## src/rtl/handshaking_pkg.sv

```systemverilog
// Shared definitions for the valid/ready handshake family (master, slave, rx buffer).
package handshaking_pkg;

   localparam int DEFAULT_DATA_WIDTH = 8;
   localparam int DEFAULT_DEPTH      = 4;

   // Pointer width for a FIFO of the given depth; never narrower than one bit.
   function automatic int ptrWidth(input int depth);
      return (depth <= 2) ? 1 : $clog2(depth);
   endfunction

endpackage

```

## src/rtl/handshaking_proto_monitor.sv

```systemverilog
// Upstream protocol checker for a valid/ready link: once a word has been offered
// and not taken, valid must stay high and data must stay stable until it is taken.
module handshaking_proto_monitor #(
   parameter int DATA_WIDTH = 8
) (
   input  logic                  clk,
   input  logic                  rst,
   input  logic                  i_valid,
   input  logic                  i_ready,
   input  logic [DATA_WIDTH-1:0] i_data,
   output logic                  o_protoErr
);

   logic                  r_offered;
   logic [DATA_WIDTH-1:0] r_dataQ;
   logic                  r_protoErr;
   logic                  w_violation;

   // A pending offer that is withdrawn or altered counts as a violation.
   always_comb begin
      w_violation = 1'b0;
      if (r_offered && (!i_valid || (i_data != r_dataQ))) begin
         w_violation = 1'b1;
      end
   end

   // Remember last cycle's unaccepted offer and hold the error flag until reset.
   always_ff @(posedge clk) begin
      if (!rst) begin
         r_offered  <= 1'b0;
         r_dataQ    <= '0;
         r_protoErr <= 1'b0;
      end else begin
         r_offered  <= i_valid & ~i_ready;
         r_dataQ    <= i_data;
         r_protoErr <= r_protoErr | w_violation;
      end
   end

   assign o_protoErr = r_protoErr;

endmodule

```

## src/rtl/handshaking_rx_buffer.sv

```systemverilog
// Receive side of the valid/ready byte handshake: a first-word-fall-through FIFO
// that decouples the upstream master from a downstream consumer, counts accepted
// words and flags upstream protocol violations.
module handshaking_rx_buffer
   import handshaking_pkg::*;
#(
   parameter int DATA_WIDTH = DEFAULT_DATA_WIDTH,
   parameter int DEPTH      = DEFAULT_DEPTH,
   parameter int CNT_WIDTH  = 16
) (
   input  logic                   clk,
   input  logic                   rst,
   input  logic                   valid_in,
   input  logic [DATA_WIDTH-1:0]  data_in,
   output logic                   ready_out,
   output logic                   valid_out,
   output logic [DATA_WIDTH-1:0]  data_out,
   input  logic                   ready_in,
   output logic [$clog2(DEPTH):0] level,
   output logic [CNT_WIDTH-1:0]   accept_count,
   output logic                   proto_err
);

   localparam int               PTR_W      = ptrWidth(DEPTH);
   localparam int               LVL_W      = $clog2(DEPTH) + 1;
   localparam logic [LVL_W-1:0] FULL_LEVEL = LVL_W'(DEPTH);

   logic [DATA_WIDTH-1:0] r_mem [DEPTH];
   logic [PTR_W-1:0]      r_wrPtr;
   logic [PTR_W-1:0]      r_rdPtr;
   logic [LVL_W-1:0]      r_level;
   logic [CNT_WIDTH-1:0]  r_acceptCount;
   logic                  w_ready;
   logic                  w_valid;
   logic                  w_push;
   logic                  w_pop;

   // Handshake status depends only on the registered level, so neither valid_in
   // nor ready_in has a combinational path to the opposite side.
   assign w_ready = (r_level != FULL_LEVEL);
   assign w_valid = (r_level != '0);
   assign w_push  = valid_in & w_ready;
   assign w_pop   = w_valid & ready_in;

   // Storage has no reset; stale entries are never visible while valid_out is low.
   always_ff @(posedge clk) begin
      if (w_push) begin
         r_mem[r_wrPtr] <= data_in;
      end
   end

   // Pointers, occupancy and accepted-word counter; reset discards buffered words.
   always_ff @(posedge clk) begin
      if (!rst) begin
         r_wrPtr       <= '0;
         r_rdPtr       <= '0;
         r_level       <= '0;
         r_acceptCount <= '0;
      end else begin
         if (w_push) begin
            r_wrPtr       <= r_wrPtr + PTR_W'(1);
            r_acceptCount <= r_acceptCount + CNT_WIDTH'(1);
         end
         if (w_pop) begin
            r_rdPtr <= r_rdPtr + PTR_W'(1);
         end
         case ({w_push, w_pop})
            2'b10:   r_level <= r_level + LVL_W'(1);
            2'b01:   r_level <= r_level - LVL_W'(1);
            default: r_level <= r_level;
         endcase
      end
   end

   handshaking_proto_monitor #(
      .DATA_WIDTH (DATA_WIDTH)
   ) u_protoMonitor (
      .clk        (clk),
      .rst        (rst),
      .i_valid    (valid_in),
      .i_ready    (w_ready),
      .i_data     (data_in),
      .o_protoErr (proto_err)
   );

   assign ready_out    = w_ready;
   assign valid_out    = w_valid;
   assign data_out     = r_mem[r_rdPtr];
   assign level        = r_level;
   assign accept_count = r_acceptCount;

endmodule

```

## config.mk

```make
export PLATFORM = sky130hd
export DESIGN_NAME = handshaking_rx_buffer
export DESIGN_NICKNAME = d
export VERILOG_FILES = /design/src/rtl/handshaking_pkg.sv /design/src/rtl/handshaking_proto_monitor.sv /design/src/rtl/handshaking_rx_buffer.sv
export SDC_FILE = /design/constraint.sdc
export NUM_CORES = 1
export LEC_CHECK = 0
export CORE_ASPECT_RATIO = 0.75
export CORE_MARGIN = 2
export CORE_UTILIZATION = 35
export DETAILED_ROUTE_END_ITERATION = 6
export PLACE_DENSITY = 0.67
export SYNTH_ARGS = -nofsm -noshare
export SYNTH_HDL_FRONTEND = slang
export SYNTH_SLANG_ARGS = --single-unit
```

## constraint.sdc

```tcl
create_clock -name clk -period 3.05 [get_ports clk]
set_input_delay 0.61 -clock clk [delete_from_list [all_inputs] [get_ports clk]]
set_output_delay 0.61 -clock clk [all_outputs]
set_load 0.01 [all_outputs]
```

==> reports/results.ini <==
[synth]
syn-mean-instance-area_um2=12.7
syn-instance-count=218
ys_types=37
ys.warnings.count=0
proportion_of_synthesized_chip_area_in_sequential_cells_pct=60.0
mappedNetlistArea_mm2=0.00277
synth_fp_nets=237
synth.ff_latch_count=67

[floorplan]
fp-row-count=28
die_x_um=107
io-pin-count=42
coreArea_mm2=0.00778
die_height_um=81.0
full_die_area_mm2=0.00865
start_util_pct=35.6

[detailed_routing]
drt_iter0_markers=85
finalWirelength_mm=5.10
antenna_violating_nets_post_route=0
routed_wire_length_per_instance_um=13.6
route.vias.total=1753
drt_first_pass_iters=5
drc=0
drt-vias-per-instance=4.67

[flow_run]
max-cap-violations=0

[clock_tree]
cts-hold-fix-buffers=0
worst_setup_hold_path_clk_slew_ns=0.07
total_of_cells_resized_after_clock_tree_synthesis=0
cts_inserted_buffers=9
htree_num_levels=3
tritoncts_num_sinks=67
clk_path_buf_depth=2
cts_tree=built
clock_insertion_delay_worst_skew_ns=0.34
root_buffer=sky130_fd_sc_hd__clkbuf_8
postCtsSetupBuffers=0

[placement]
dp.cells=359
replace_congestion=0.708
buffer_ports.inserted=41
post-dp-hpwl_mm=3.47

[critical_path]
end_kind=output port
critical_path_arrival_ns=2.10
startpoint_type=register
setup.worst_path.class=register to output port
critical_path_peak_fanout=8
worstPathRequired_ns=2.44

[global_route]
grt_start_max_net_pins=30
global_route.usage.total_pct=12.5
antenna_found_initial=0
overall_overflow_remaining_after_global_route=0
grt_pass1_wl_mm=8.20
first_global_vias=1670

[sta]
final_setup_violations=0
clock_period_minus_worst_slack_ns=2.71
timing.final.max_slew_violations=0
grt_setup_unrepaired=no
final.period_utilization_pct=88.7
timing_hold_violations_final=0
finalHoldWorstSlack_ns=0.482
max_slew_margin_pct=43.0
fmax_mhz=370
setup_total_negative_slack_ns=0
worst_slew_pin_slew_ns=0.852
clock_skew_ns=0.00918

[power_and_ir_drop]
design_power_total_mw=2.32
vdd_drop_max_mv=0.218
power.internal_mw=1.66
comb_power_share_pct=23.2
portion_of_total_power_attributed_to_sequential_cells_pct=48.4
power.density_cell_area_mw_per_mm2=666
p_leak_nw=1.25
swShare_pct=28.5
netSwitchingPower_uw=660
clock_power_share_pct=28.3

[finish]
finish.cell_count_without_fillers=375
post-route-util_pct=44.7
areaGrowthSynthToFinish_pct=25.6
antennaDiodeCount=0
post_route_cells_drive_above_1_share_pct=12.6
fin_nets=284

[status]
run_status=finished clean

[min_path]
hold_class=register to register

Yosys cell counts:
cell type	count	area, µm²
sky130_fd_sc_hd__or4_1	1	7.51
sky130_fd_sc_hd__nand3_1	8	40.0
sky130_fd_sc_hd__clkbuf_1	6	22.5
sky130_fd_sc_hd__nand2_1	13	48.8
sky130_fd_sc_hd__nand3_2	1	10.0
sky130_fd_sc_hd__nor3_1	6	30.0
sky130_fd_sc_hd__buf_1	1	3.75
sky130_fd_sc_hd__clkbuf_2	1	5.00
sky130_fd_sc_hd__or3_1	3	18.8
sky130_fd_sc_hd__nor2_1	5	18.8
sky130_fd_sc_hd__nor2b_1	2	12.5
sky130_fd_sc_hd__a21boi_0	3	22.5
sky130_fd_sc_hd__xor2_1	10	87.6
sky130_fd_sc_hd__inv_1	12	45.0
sky130_fd_sc_hd__o31ai_1	1	7.51
sky130_fd_sc_hd__o21a_1	1	7.51
sky130_fd_sc_hd__a211o_1	1	8.76
sky130_fd_sc_hd__fa_1	1	20.0
sky130_fd_sc_hd__edfxtp_1	32	961
sky130_fd_sc_hd__a22o_1	1	8.76
sky130_fd_sc_hd__o221ai_1	1	8.76
sky130_fd_sc_hd__a31oi_1	1	6.26
sky130_fd_sc_hd__xnor2_1	9	78.8
sky130_fd_sc_hd__o31a_2	1	10.0
sky130_fd_sc_hd__mux4_2	8	180
sky130_fd_sc_hd__and2_1	21	131
sky130_fd_sc_hd__nor3b_1	1	7.51
sky130_fd_sc_hd__o31a_1	1	8.76
sky130_fd_sc_hd__o21ai_0	3	15.0
sky130_fd_sc_hd__dfxtp_1	35	701
sky130_fd_sc_hd__a21boi_1	1	7.51
sky130_fd_sc_hd__ha_1	6	75.1
sky130_fd_sc_hd__nand2b_1	5	31.3
sky130_fd_sc_hd__mux2i_1	4	40.0
sky130_fd_sc_hd__nand4_1	3	18.8
sky130_fd_sc_hd__and3_2	5	37.5
sky130_fd_sc_hd__nor4_1	4	25.0
metal layers:
layer | routed length (µm) | share of wire, % | track usage [%]
met1 | 2300 | 45 | 15.4
met5 | 0 | 0 | 0
met4 | 59 | 1.2 | 4.29
met2 | 2410 | 47 | 20.3
met3 | 335 | 6.6 | 4.98
final timing paths:
check        depth (start not counted)               end  slack (ns)              from
max reg2reg                         10          level[2]        0.63          level[2]
max                                  2       data_out[3]        0.34          register
min                                  2  accept_count[15]        0.48  accept_count[15]
min reg2reg                          2  accept_count[15]        0.48  accept_count[15]
cells in the final DEF, fill, tap and decap left out, types with 5 or more instances in the layout:
| cell type | instances |
|---|---|
| sky130_fd_sc_hd__and2_1 | 21 |
| sky130_fd_sc_hd__and3_2 | 5 |
| sky130_fd_sc_hd__clkbuf_8 | 9 |
| sky130_fd_sc_hd__clkdlybuf4s50_1 | 41 |
| sky130_fd_sc_hd__dfxtp_1 | 35 |
| sky130_fd_sc_hd__edfxtp_1 | 32 |
| sky130_fd_sc_hd__ha_1 | 6 |
| sky130_fd_sc_hd__inv_1 | 12 |
| sky130_fd_sc_hd__mux4_2 | 8 |
| sky130_fd_sc_hd__nand2_1 | 13 |
| sky130_fd_sc_hd__nand2b_1 | 5 |
| sky130_fd_sc_hd__nand3_1 | 8 |
| sky130_fd_sc_hd__nor2_1 | 5 |
| sky130_fd_sc_hd__nor3_1 | 6 |
| sky130_fd_sc_hd__xnor2_1 | 9 |
| sky130_fd_sc_hd__xor2_1 | 10 |
state kept, by name (all words and copies together) (netlist names), named ones only:
name                       cells
u_protoMonitor.r_dataQ         8
r_mem                         32
r_rdPtr                        2
u_protoMonitor.r_offered       1
u_protoMonitor.o_protoErr      1
accept_count                  16
level                          3
r_wrPtr                        2
area by class of cell:
type	count	area [µm²]
Multi-Input combinational cell	131	1030
Clock inverter	7	52.6
Tap cell	105	131
Sequential cell	67	1660
Inverter	12	45.0
Timing Repair Buffer	44	433
Fill cell	736	4300
Clock buffer	9	124
power by group through the flow:
stage	registers, mW	logic, mW	clock network [mW]
after floorplan	1.10	0.334	0
after global placement	1.14	0.534	0
after detailed placement	1.14	0.544	0
after CTS	1.13	0.545	0.672
after global routing	1.14	0.593	0.705
final	1.12	0.539	0.657
through the flow:
stage | setup WS [ns] | area [µm²]
after floorplan | 0.641 | 2770
after global placement | 0.359 | 3300
final | 0.345 | 3480
after global routing | 0.236 | 3480
after detailed placement | 0.239 | 3300
after CTS | 0.301 | 3480
cell families after synthesis:
| group | share of synthesized area (%) |
|---|---|
| and+or+nand+nor | 15.8 |
| DFF | 60.0 |
| buffers and inverters | 2.76 |
| xor gates and xnor gates | 6.01 |
| AOI/OAI and AO/OA | 4.02 |
| muxes | 7.95 |
| adders and majority gates | 3.43 |
critical path, cell delays in order, from the launching register on:
cell                              delay [ns]
sky130_fd_sc_hd__dfxtp_1                0.67
sky130_fd_sc_hd__mux4_2                 0.59
sky130_fd_sc_hd__clkdlybuf4s50_1        0.49
(Power assumes the default switching activity.)
